### src/rtl/mux_4a1_tx_if.sv
// mux_4a1_tx_if: bus bundle for the TX 4:1 byte serializer.
//   data_0..data_3   parallel byte lanes into the serializer
//   valid_0..valid_3 per-lane valid, sampled together with the data
//   data_000         serialized byte stream
//   valid_000        qualifier for data_000
//   lane_sel         index of the lane currently on data_000
//   frame_start      high while lane 0 is on data_000
//   active           high while the serializer is in RUN
// Modports: master = lane source / stream sink, slave = serializer.
interface mux_4a1_tx_if #(
    parameter int unsigned BUS_WIDTH = 8
);
    logic [BUS_WIDTH-1:0] data_0;
    logic [BUS_WIDTH-1:0] data_1;
    logic [BUS_WIDTH-1:0] data_2;
    logic [BUS_WIDTH-1:0] data_3;
    logic                 valid_0;
    logic                 valid_1;
    logic                 valid_2;
    logic                 valid_3;
    logic [BUS_WIDTH-1:0] data_000;
    logic                 valid_000;
    logic [1:0]           lane_sel;
    logic                 frame_start;
    logic                 active;

    modport master (
        output data_0, data_1, data_2, data_3,
        output valid_0, valid_1, valid_2, valid_3,
        input  data_000, valid_000, lane_sel, frame_start, active
    );

    modport slave (
        input  data_0, data_1, data_2, data_3,
        input  valid_0, valid_1, valid_2, valid_3,
        output data_000, valid_000, lane_sel, frame_start, active
    );
endinterface

### src/rtl/mux_4a1_tx.sv
// mux_4a1_tx: transmit-side 4:1 byte serializer on the clk_4f domain.
// Four parallel lanes are captured once per 4-cycle frame (phase cnt==3)
// and emitted in order 0,1,2,3 on data_000, one lane per clk_4f cycle.
// Ports:
//   clk_4f   sole clock, rising edge
//   reset_L  asynchronous active-low reset
//   bus      mux_4a1_tx_if.slave (lanes in, serialized stream out)
module mux_4a1_tx #(
    parameter int unsigned BUS_WIDTH   = 8,
    parameter int unsigned IDLE_FRAMES = 2
) (
    input  logic        clk_4f,
    input  logic        reset_L,
    mux_4a1_tx_if.slave bus
);
    localparam logic [4:0] IDLE_LIM = 5'(IDLE_FRAMES);

    typedef enum logic {
        ST_IDLE,
        ST_RUN
    } state_t;

    state_t               state;
    state_t               state_nx;
    logic [1:0]           cnt;
    logic [3:0]           idle_cnt;
    logic [3:0]           idle_cnt_nx;
    logic [BUS_WIDTH-1:0] hold_data [4];
    logic [3:0]           hold_valid;
    logic [BUS_WIDTH-1:0] lane_data [4];
    logic [3:0]           lane_valid;
    logic                 capture;

    logic [BUS_WIDTH-1:0] data_q;
    logic                 valid_q;
    logic [1:0]           sel_q;
    logic                 fs_q;
    logic                 active_q;
    logic [BUS_WIDTH-1:0] data_nx;
    logic                 valid_nx;

    always_comb begin
        lane_data[0] = bus.data_0;
        lane_data[1] = bus.data_1;
        lane_data[2] = bus.data_2;
        lane_data[3] = bus.data_3;
        lane_valid   = {bus.valid_3, bus.valid_2, bus.valid_1, bus.valid_0};
    end

    assign capture = (cnt == 2'd3);

    // State register plus phase counter, hold registers and output register.
    // The slot emitted at each edge is hold[cnt] read before the capture takes
    // effect, so at the capture edge the outgoing lane 3 is still the old frame
    // while lane 0 of the new frame follows on the next edge.
    always_ff @(posedge clk_4f or negedge reset_L) begin
        if (!reset_L) begin
            state      <= ST_IDLE;
            cnt        <= '0;
            idle_cnt   <= '0;
            hold_valid <= '0;
            for (int unsigned i = 0; i < 4; i++) begin
                hold_data[i] <= '0;
            end
            data_q   <= '0;
            valid_q  <= 1'b0;
            sel_q    <= '0;
            fs_q     <= 1'b0;
            active_q <= 1'b0;
        end else begin
            state    <= state_nx;
            cnt      <= cnt + 2'd1;
            idle_cnt <= idle_cnt_nx;
            if (capture) begin
                hold_valid <= lane_valid;
                for (int unsigned i = 0; i < 4; i++) begin
                    hold_data[i] <= lane_data[i];
                end
            end
            data_q   <= data_nx;
            valid_q  <= valid_nx;
            sel_q    <= cnt;
            fs_q     <= (cnt == 2'd0);
            // Registered copy of the state: rises with lane 0 of the
            // triggering frame rather than with the capture edge.
            active_q <= (state == ST_RUN);
        end
    end

    // Next-state logic, evaluated only at capture edges.
    always_comb begin
        state_nx    = state;
        idle_cnt_nx = idle_cnt;
        if (capture) begin
            unique case (state)
                ST_IDLE: begin
                    if (|lane_valid) begin
                        state_nx    = ST_RUN;
                        idle_cnt_nx = '0;
                    end
                end
                ST_RUN: begin
                    if (|lane_valid) begin
                        idle_cnt_nx = '0;
                    end else if (({1'b0, idle_cnt} + 5'd1) >= IDLE_LIM) begin
                        state_nx    = ST_IDLE;
                        idle_cnt_nx = '0;
                    end else if (idle_cnt != '1) begin
                        idle_cnt_nx = idle_cnt + 4'd1;
                    end
                end
                default: begin
                    state_nx    = ST_IDLE;
                    idle_cnt_nx = '0;
                end
            endcase
        end
    end

    // Slot content for the lane leaving on this edge.
    always_comb begin
        data_nx  = '0;
        valid_nx = 1'b0;
        if (state == ST_RUN) begin
            if (hold_valid[cnt]) begin
                data_nx  = hold_data[cnt];
                valid_nx = 1'b1;
            end else begin
                data_nx  = data_q;
            end
        end
    end

    assign bus.data_000    = data_q;
    assign bus.valid_000   = valid_q;
    assign bus.lane_sel    = sel_q;
    assign bus.frame_start = fs_q;
    assign bus.active      = active_q;
endmodule
### src/flat_wrapper.sv
// flat-port wrapper written by rule: the top's interface ports become plain ports
module mux_4a1_tx_flat 
#(
    parameter int unsigned BUS_WIDTH   = 8,
    parameter int unsigned IDLE_FRAMES = 2
)
  (clk_4f, reset_L, bus_data_0, bus_data_1, bus_data_2, bus_data_3, bus_valid_0, bus_valid_1, bus_valid_2, bus_valid_3, bus_data_000, bus_valid_000, bus_lane_sel, bus_frame_start, bus_active);
  mux_4a1_tx_if #(.BUS_WIDTH(BUS_WIDTH)) bus_i ();
  input  logic clk_4f;
  input  logic reset_L;
  input wire logic [$bits(bus_i.data_0)-1:0] bus_data_0;
  input wire logic [$bits(bus_i.data_1)-1:0] bus_data_1;
  input wire logic [$bits(bus_i.data_2)-1:0] bus_data_2;
  input wire logic [$bits(bus_i.data_3)-1:0] bus_data_3;
  input wire logic [$bits(bus_i.valid_0)-1:0] bus_valid_0;
  input wire logic [$bits(bus_i.valid_1)-1:0] bus_valid_1;
  input wire logic [$bits(bus_i.valid_2)-1:0] bus_valid_2;
  input wire logic [$bits(bus_i.valid_3)-1:0] bus_valid_3;
  output wire logic [$bits(bus_i.data_000)-1:0] bus_data_000;
  output wire logic [$bits(bus_i.valid_000)-1:0] bus_valid_000;
  output wire logic [$bits(bus_i.lane_sel)-1:0] bus_lane_sel;
  output wire logic [$bits(bus_i.frame_start)-1:0] bus_frame_start;
  output wire logic [$bits(bus_i.active)-1:0] bus_active;
  assign bus_i.data_0 = bus_data_0;
  assign bus_i.data_1 = bus_data_1;
  assign bus_i.data_2 = bus_data_2;
  assign bus_i.data_3 = bus_data_3;
  assign bus_i.valid_0 = bus_valid_0;
  assign bus_i.valid_1 = bus_valid_1;
  assign bus_i.valid_2 = bus_valid_2;
  assign bus_i.valid_3 = bus_valid_3;
  assign bus_data_000 = bus_i.data_000;
  assign bus_valid_000 = bus_i.valid_000;
  assign bus_lane_sel = bus_i.lane_sel;
  assign bus_frame_start = bus_i.frame_start;
  assign bus_active = bus_i.active;
  mux_4a1_tx #(.BUS_WIDTH(BUS_WIDTH), .IDLE_FRAMES(IDLE_FRAMES)) u_core (.clk_4f(clk_4f), .reset_L(reset_L), .bus(bus_i));
endmodule
### config.mk
export PLATFORM = sky130hd
export DESIGN_NAME = mux_4a1_tx_flat
export DESIGN_NICKNAME = d
export VERILOG_FILES = /design/src/rtl/mux_4a1_tx_if.sv /design/src/rtl/mux_4a1_tx.sv /design/src/flat_wrapper.sv
export SDC_FILE = /design/constraint.sdc
export NUM_CORES = 1
export LEC_CHECK = 0
export BUFFER_PORTS_ARGS = -buffer_cell sky130_fd_sc_hd__buf_4
export CAP_MARGIN = 40
export CORE_UTILIZATION = 50
export DETAILED_ROUTE_END_ITERATION = 10
export MAX_ROUTING_LAYER = met4
export PLACE_DENSITY = 0.74
export SYNTH_ARGS = -nofsm -noshare
export SYNTH_HDL_FRONTEND = slang
export SYNTH_SLANG_ARGS = --single-unit
### constraint.sdc
create_clock -name clk_4f -period 1.92 [get_ports clk_4f]
set_input_delay 0.192 -clock clk_4f [delete_from_list [all_inputs] [get_ports clk_4f]]
set_output_delay 0.192 -clock clk_4f [all_outputs]
set_load 0.02 [all_outputs]
* Yosys cells after proc, flatten, opt, wreduce, memory -nomap -nowiden
Cells that the tools add are included.
Word-level totals: register bits 56, RAM bits 0, output and inout port bits 13, memory bits (read-only) 0, memories 0, logic and storage cells 47, bits in latches 0, input port bits 38
Cells by class: divide/modulo/power cells 0, eq/ne operators 5, bitwise operators 2, shifts and indexed selects 0, $add $sub $neg 3, multiply operators 0, reduce and logical (&&, ||, !) cells 3, order comparisons 3, multiplexer cells 18
Operator list (number):
- two-way mux 8 bit | 4
- binary-select mux 8 bit (select 2 bit) | 1
- two-way mux 4 bit | 4
- inequality test 4 bit (second input constant) | 2
- case mux 4 bit (2 select lines) | 1
- two-way mux 1 bit | 6
- adder 4 x 1 -> 5 bit (second input constant) | 1
- greater-or-equal comparator 5 x 2 -> 1 bit (second input constant) | 1
- adder 4 x 1 -> 4 bit (second input constant) | 1
- OR reduction 4 bit | 1
- greater-or-equal comparator 3 bit (second input constant) | 1
- < comparator 2 x 3 -> 1 bit (second input constant) | 1
- inverter 2 -> 3 bit | 1
- AND reduction 3 bit | 1
- adder 2 x 1 -> 2 bit (second input constant) | 1
- binary-select mux 1 bit (select 2 bit) | 1
- == test 2 bit (second input constant) | 1
- logical NOT 2 bit | 1
- inequality test 2 x 1 -> 1 bit (second input constant) | 1
- inequality test 2 bit (second input constant) | 1
- case mux 1 bit (2 select lines) | 1
- inverter 1 bit | 1

* Depth between registers and ports, before layout
depth in word-level cells 6, depth in mapped cells 6, gate-level depth less buffers 6

* Least setup slack after synthesis
OpenSTA, ideal clock, no wires.
path kind register to register, start point register u_core.cnt[0], end point register u_core.data_q[0], in the netlist u_core.bus.data_000[0], data arrival time 1349 ps, stages on the path, launching flop included 6, period minus slack after synthesis 1469 ps, path slack 451 ps, data required time 1800 ps, cell sequence dfrtp_1 -> buf_6 -> mux4_2 -> buf_6 -> mux2i_1 -> nor2b_1
Between the ends: word-level cells in the longest chain between the ends 6
RTL lines:
- start, declared | line mux_4a1_tx.sv:25 | logic [1:0] cnt;
- start signal, assigned | line mux_4a1_tx.sv:72 | cnt <= cnt + 2'd1;
- inverter 2 -> 3 bit (implied by the code) | line mux_4a1_tx.sv:126 | data_nx = hold_data[cnt];
- binary-select mux 8 bit (select 2 bit) | line mux_4a1_tx.sv:126
- two-way mux 8 bit (implied by the code) (2 in a row) | line mux_4a1_tx.sv:126
- two-way mux 8 bit | line mux_4a1_tx.sv:125 | if (hold_valid[cnt]) begin
- two-way mux 8 bit | line mux_4a1_tx.sv:124 | if (state == ST_RUN) begin
- end signal, assigned | line mux_4a1_tx.sv:80 | data_q <= data_nx;
- end, declared | line mux_4a1_tx.sv:34 | logic [BUS_WIDTH-1:0] data_q;
Several ways; a longest one is shown, not always the timed one. The select of a mux whose other input is x is not followed. A chain may end at the register's enable or synchronous reset.

* Final worst setup path
start point register u_core.cnt[0], end point register u_core.idle_cnt[0]
Between the ends: word-level cells in the longest chain between the ends 2
RTL lines:
- == test 2 bit | line mux_4a1_tx.sv:50 | assign capture = (cnt == 2'd3);
- AND reduction 3 bit (no source line)
- end signal, assigned | line mux_4a1_tx.sv:73 | idle_cnt <= idle_cnt_nx;
- end, declared | line mux_4a1_tx.sv:26 | logic [3:0] idle_cnt;
No other way between the ends.

==> metrics.md <==
| Metric | Value |
|---|---|
| Critical path class | flop to flop |
| PD cells | 765 mW/mm2 |
| Clock skew | 0.00202 ns |
| Period utilization | 0.861 |
| Post-synth top area share | 0.590 |
| Critical path capture point type | flop |
| Synth area leaders | dfrtp_1 59%, mux2_2 17%, mux4_1 8.8% |
| Worst-margin pin slew | 0.683 ns |
| Largest net degree at the start of global routing | 57 |
| Average cell area after synthesis | 15.9 um2 |
| Via Count | 1415 |
| Post-synthesis mux area share | 0.302 |
| Num rows | 24 |
| Mapped cell area | 0.00238 mm2 |
| Non-Filler Instances | 256 |
| WP data required | 2.11 ns |
| Max frequency | 605 MHz |
| Combinational power share | 0.100 |
| Crit-path cells | buf_4, ha_2, buf_4, nand3b_1, o41ai_1 |
| Fin area | 0.00292 mm2 |
| Crit-path max FO | 24 |
| Synthesized flop and latch total | 56 |
| Worst rel slew slack | 0.544 |
| First-pass GRT wire length | 7.32 mm |
| DR iter-0 viols | 65 |
| Synth Area in Compound Gates | 0.0137 |
| CTS clock-pin slew for the worst setup and hold paths | 0.09 ns |
| Clk sinks | 56 |
| CP startpoint kind | flop |
| DRC viols | 0 |
| Cell taking the most area after synthesis | dfrtp_1 |
| Mapped Cells | 149 |
| Share of cells above drive strength 1 | 0.490 |
| Post-synthesis sequential area ratio | 0.590 |
| H-tree depth | 2 |
| RSZ-0062 raised after global routing | no |
| Synth Area in Adders | 0.0211 |
| Setup_tns | 0 ns |
| Setup violations, final | 0 |
| Synth Warn # | 0 |
| Syn_nets | 191 |
| Vias in the first global route | 1495 |
| Final Wtd Congestion | 0.718 |
| Post-CTS Setup Repair Bufs | 0 |
| Fin. Hold Viols | 0 |
| Die width | 70.9 um |
| WL/cell | 17.0 um |
| Core box area | 0.00447 mm2 |
| Largest family of logic cells by synthesized area | multiplexers |
| Switching portion of total power | 0.215 |
| HPWL after DPL | 3.13 mm |
| LEAKAGE | 1.34 nW |
| Post-Synth XOR/XNOR Area | 0 |
| Placed cell count | 247 |
| CTS max path bufs | 2 |
| Antenna violations before repair | 0 |
| Tmin final | 1.65 ns |
| Critical path buffer and inverter count | 2 |
| Fin. max-slew vios | 0 |
| WL final | 4.34 mm |
| Antenna viol nets, final | 0 |
| I/O pin count | 51 |
| P_int | 1.75 mW |
| GRT Util Overall | 0.199 |
| Die Y | 70.9 um |
| Simple-gate share of the synthesized area | 0.0490 |
| Gr ovfl total | 0 |
| Largest stage delay on the critical path | 0.42 ns |
| Worst hold path class | primary input to flop |
| Unique masters post-synth | 23 |
| Crit path DAT | 1.84 ns |
| Crit-path slowest cell | dfrtp_1 |
| Clock insertion delay at the later pin of the skew report | 0.30 ns |
| DR vias/cell | 5.53 |
| Max-cap violations | 0 |
| Post-place instance area | 0.00280 mm2 |
| Total Power | 2.23 mW |
| Cell family with most CP delay | buffers and inverters |
| Num CTS Buffers | 5 |
| Die area | 0.00503 mm2 |
| Power share of the sequential group | 0.568 |
| Count of buffers from port buffering | 50 |
| Area growth, synth to finish | 22.9% |
| CTS root buffer | clkbuf_8 |
| Layout net count | 245 |
| Clock network fraction of total power | 0.332 |
| Most used cell, CP | buf_4 |
| Worst VDD drop | 0.440 mV |
| Outcome | complete, no violations |
| # diodes | 0 |
| DRT Pass-1 Iters | 6 |
| Util after Layout | 0.653 |
| TritonCTS clock tree | done |
| Initial Util | 0.531 |
| Sw Pwr | 480 uW |
-- area by class of cell --
type                    instances  area (um2)
flip-flops and latches         56        1400
well taps                      52        65.1
clock buffers                   6        72.6
multi-input cells              82         920
fillers                       334        1550
repair buffers                 55         415
clock inverters                 2        35.0
inverters                       3        11.3
-- worst register-to-register path: stages (launching register included) --
cell      delay, ns
dfrtp_1        0.42
buf_4          0.23
ha_2           0.20
buf_4          0.28
nand3b_1       0.13
o41ai_1        0.28
-- placed cells by master, fill, tap and decap left out --
| cell type | n |
|---|---|
| bufinv_16 | 1 |
| or4_1 | 1 |
| nor2_1 | 2 |
| nor2b_1 | 8 |
| ha_2 | 1 |
| ha_1 | 3 |
| o21ai_0 | 1 |
| and2_1 | 4 |
| o21ai_1 | 1 |
| and2_2 | 1 |
| buf_4 | 54 |
| clkinv_2 | 1 |
| clkbuf_8 | 5 |
| inv_1 | 3 |
| mux2i_1 | 8 |
| clkbuf_1 | 1 |
| mux4_1 | 8 |
| mux4_2 | 1 |
| a21oi_1 | 1 |
| a22o_1 | 1 |
| dlygate4sd3_1 | 1 |
| dfrtp_1 | 56 |
| nand2_1 | 3 |
| o41ai_1 | 1 |
| mux2_2 | 36 |
| nand3b_1 | 1 |
-- routing by layer --
layer	track usage	share of wire	vias up
met1	0.234	0.42	719
met5	-	0	-
li1	-	-	646
met2	0.345	0.52	43
met4	0.0422	0.011	0
met3	0.0541	0.048	7
-- worst paths after layout --
check | startpoint | end | cells past startpoint | slack [ns]
max | u_core.cnt[0] | u_core.idle_cnt[0] | 5 | 0.27
min | bus_data_1[5] | u_core.hold_data[21] | 2 | 0.12
max reg2reg | u_core.cnt[0] | u_core.idle_cnt[0] | 5 | 0.27
min reg2reg | u_core.hold_data[20] | u_core.hold_data[20] | 1 | 0.50
max in group asynchronous | reset_L | u_core.hold_data[3] | 2 | 1.00
min in group asynchronous | reset_L | u_core.idle_cnt[3] | 2 | 0.47
-- power groups by stage --
stage	logic, mW	registers, mW	clock network (mW)
floorplan	0.0796	1.30	0
global placement	0.216	1.29	0
detailed placement	0.226	1.29	0
CTS	0.228	1.27	0.758
global route	0.244	1.28	0.817
finish	0.224	1.27	0.742
-- state kept, by name, summed over array words and instances (netlist names) --
register                count
u_core.cnt                  2
u_core.bus.data_000         8
u_core.hold_valid           4
u_core.bus.frame_start      1
u_core.bus.valid_000        1
u_core.bus.active           1
u_core.state                1
u_core.idle_cnt             4
u_core.hold_data           32
u_core.bus.lane_sel         2
-- cell families after synthesis --
family,count (synthesis)
simple gates,20
compound gates,5
fa+ha+maj,4
buf+inv,11
flops,56
mux,53
-- cell usage after synthesis (all sizes together) --
cell type,n
nand3b,1
buf,5
mux4,9
a22o,1
or4,1
clkbuf,3
nand2,3
nor2,2
a21oi,1
mux2i,8
dfrtp,56
and2,5
mux2,36
o41ai,1
inv,3
ha,4
o21ai,2
nor2b,8
-- metrics by stage --
stage | hold WS, ns | setup slack (ns)
after floorplan | -0.104 | 0.451
after global placement | 0.263 | 0.351
after detailed placement | 0.282 | 0.269
after CTS | 0.109 | 0.244
after global routing | 0.0977 | 0.112
final | 0.119 | 0.266
-- timing repair --
action / CTS / global route
hold buffers: 1 / 0
resized for setup: 0 / 0
endpoints found under the hold margin: 56 / 0
Power figures use the tool's default switching activity.
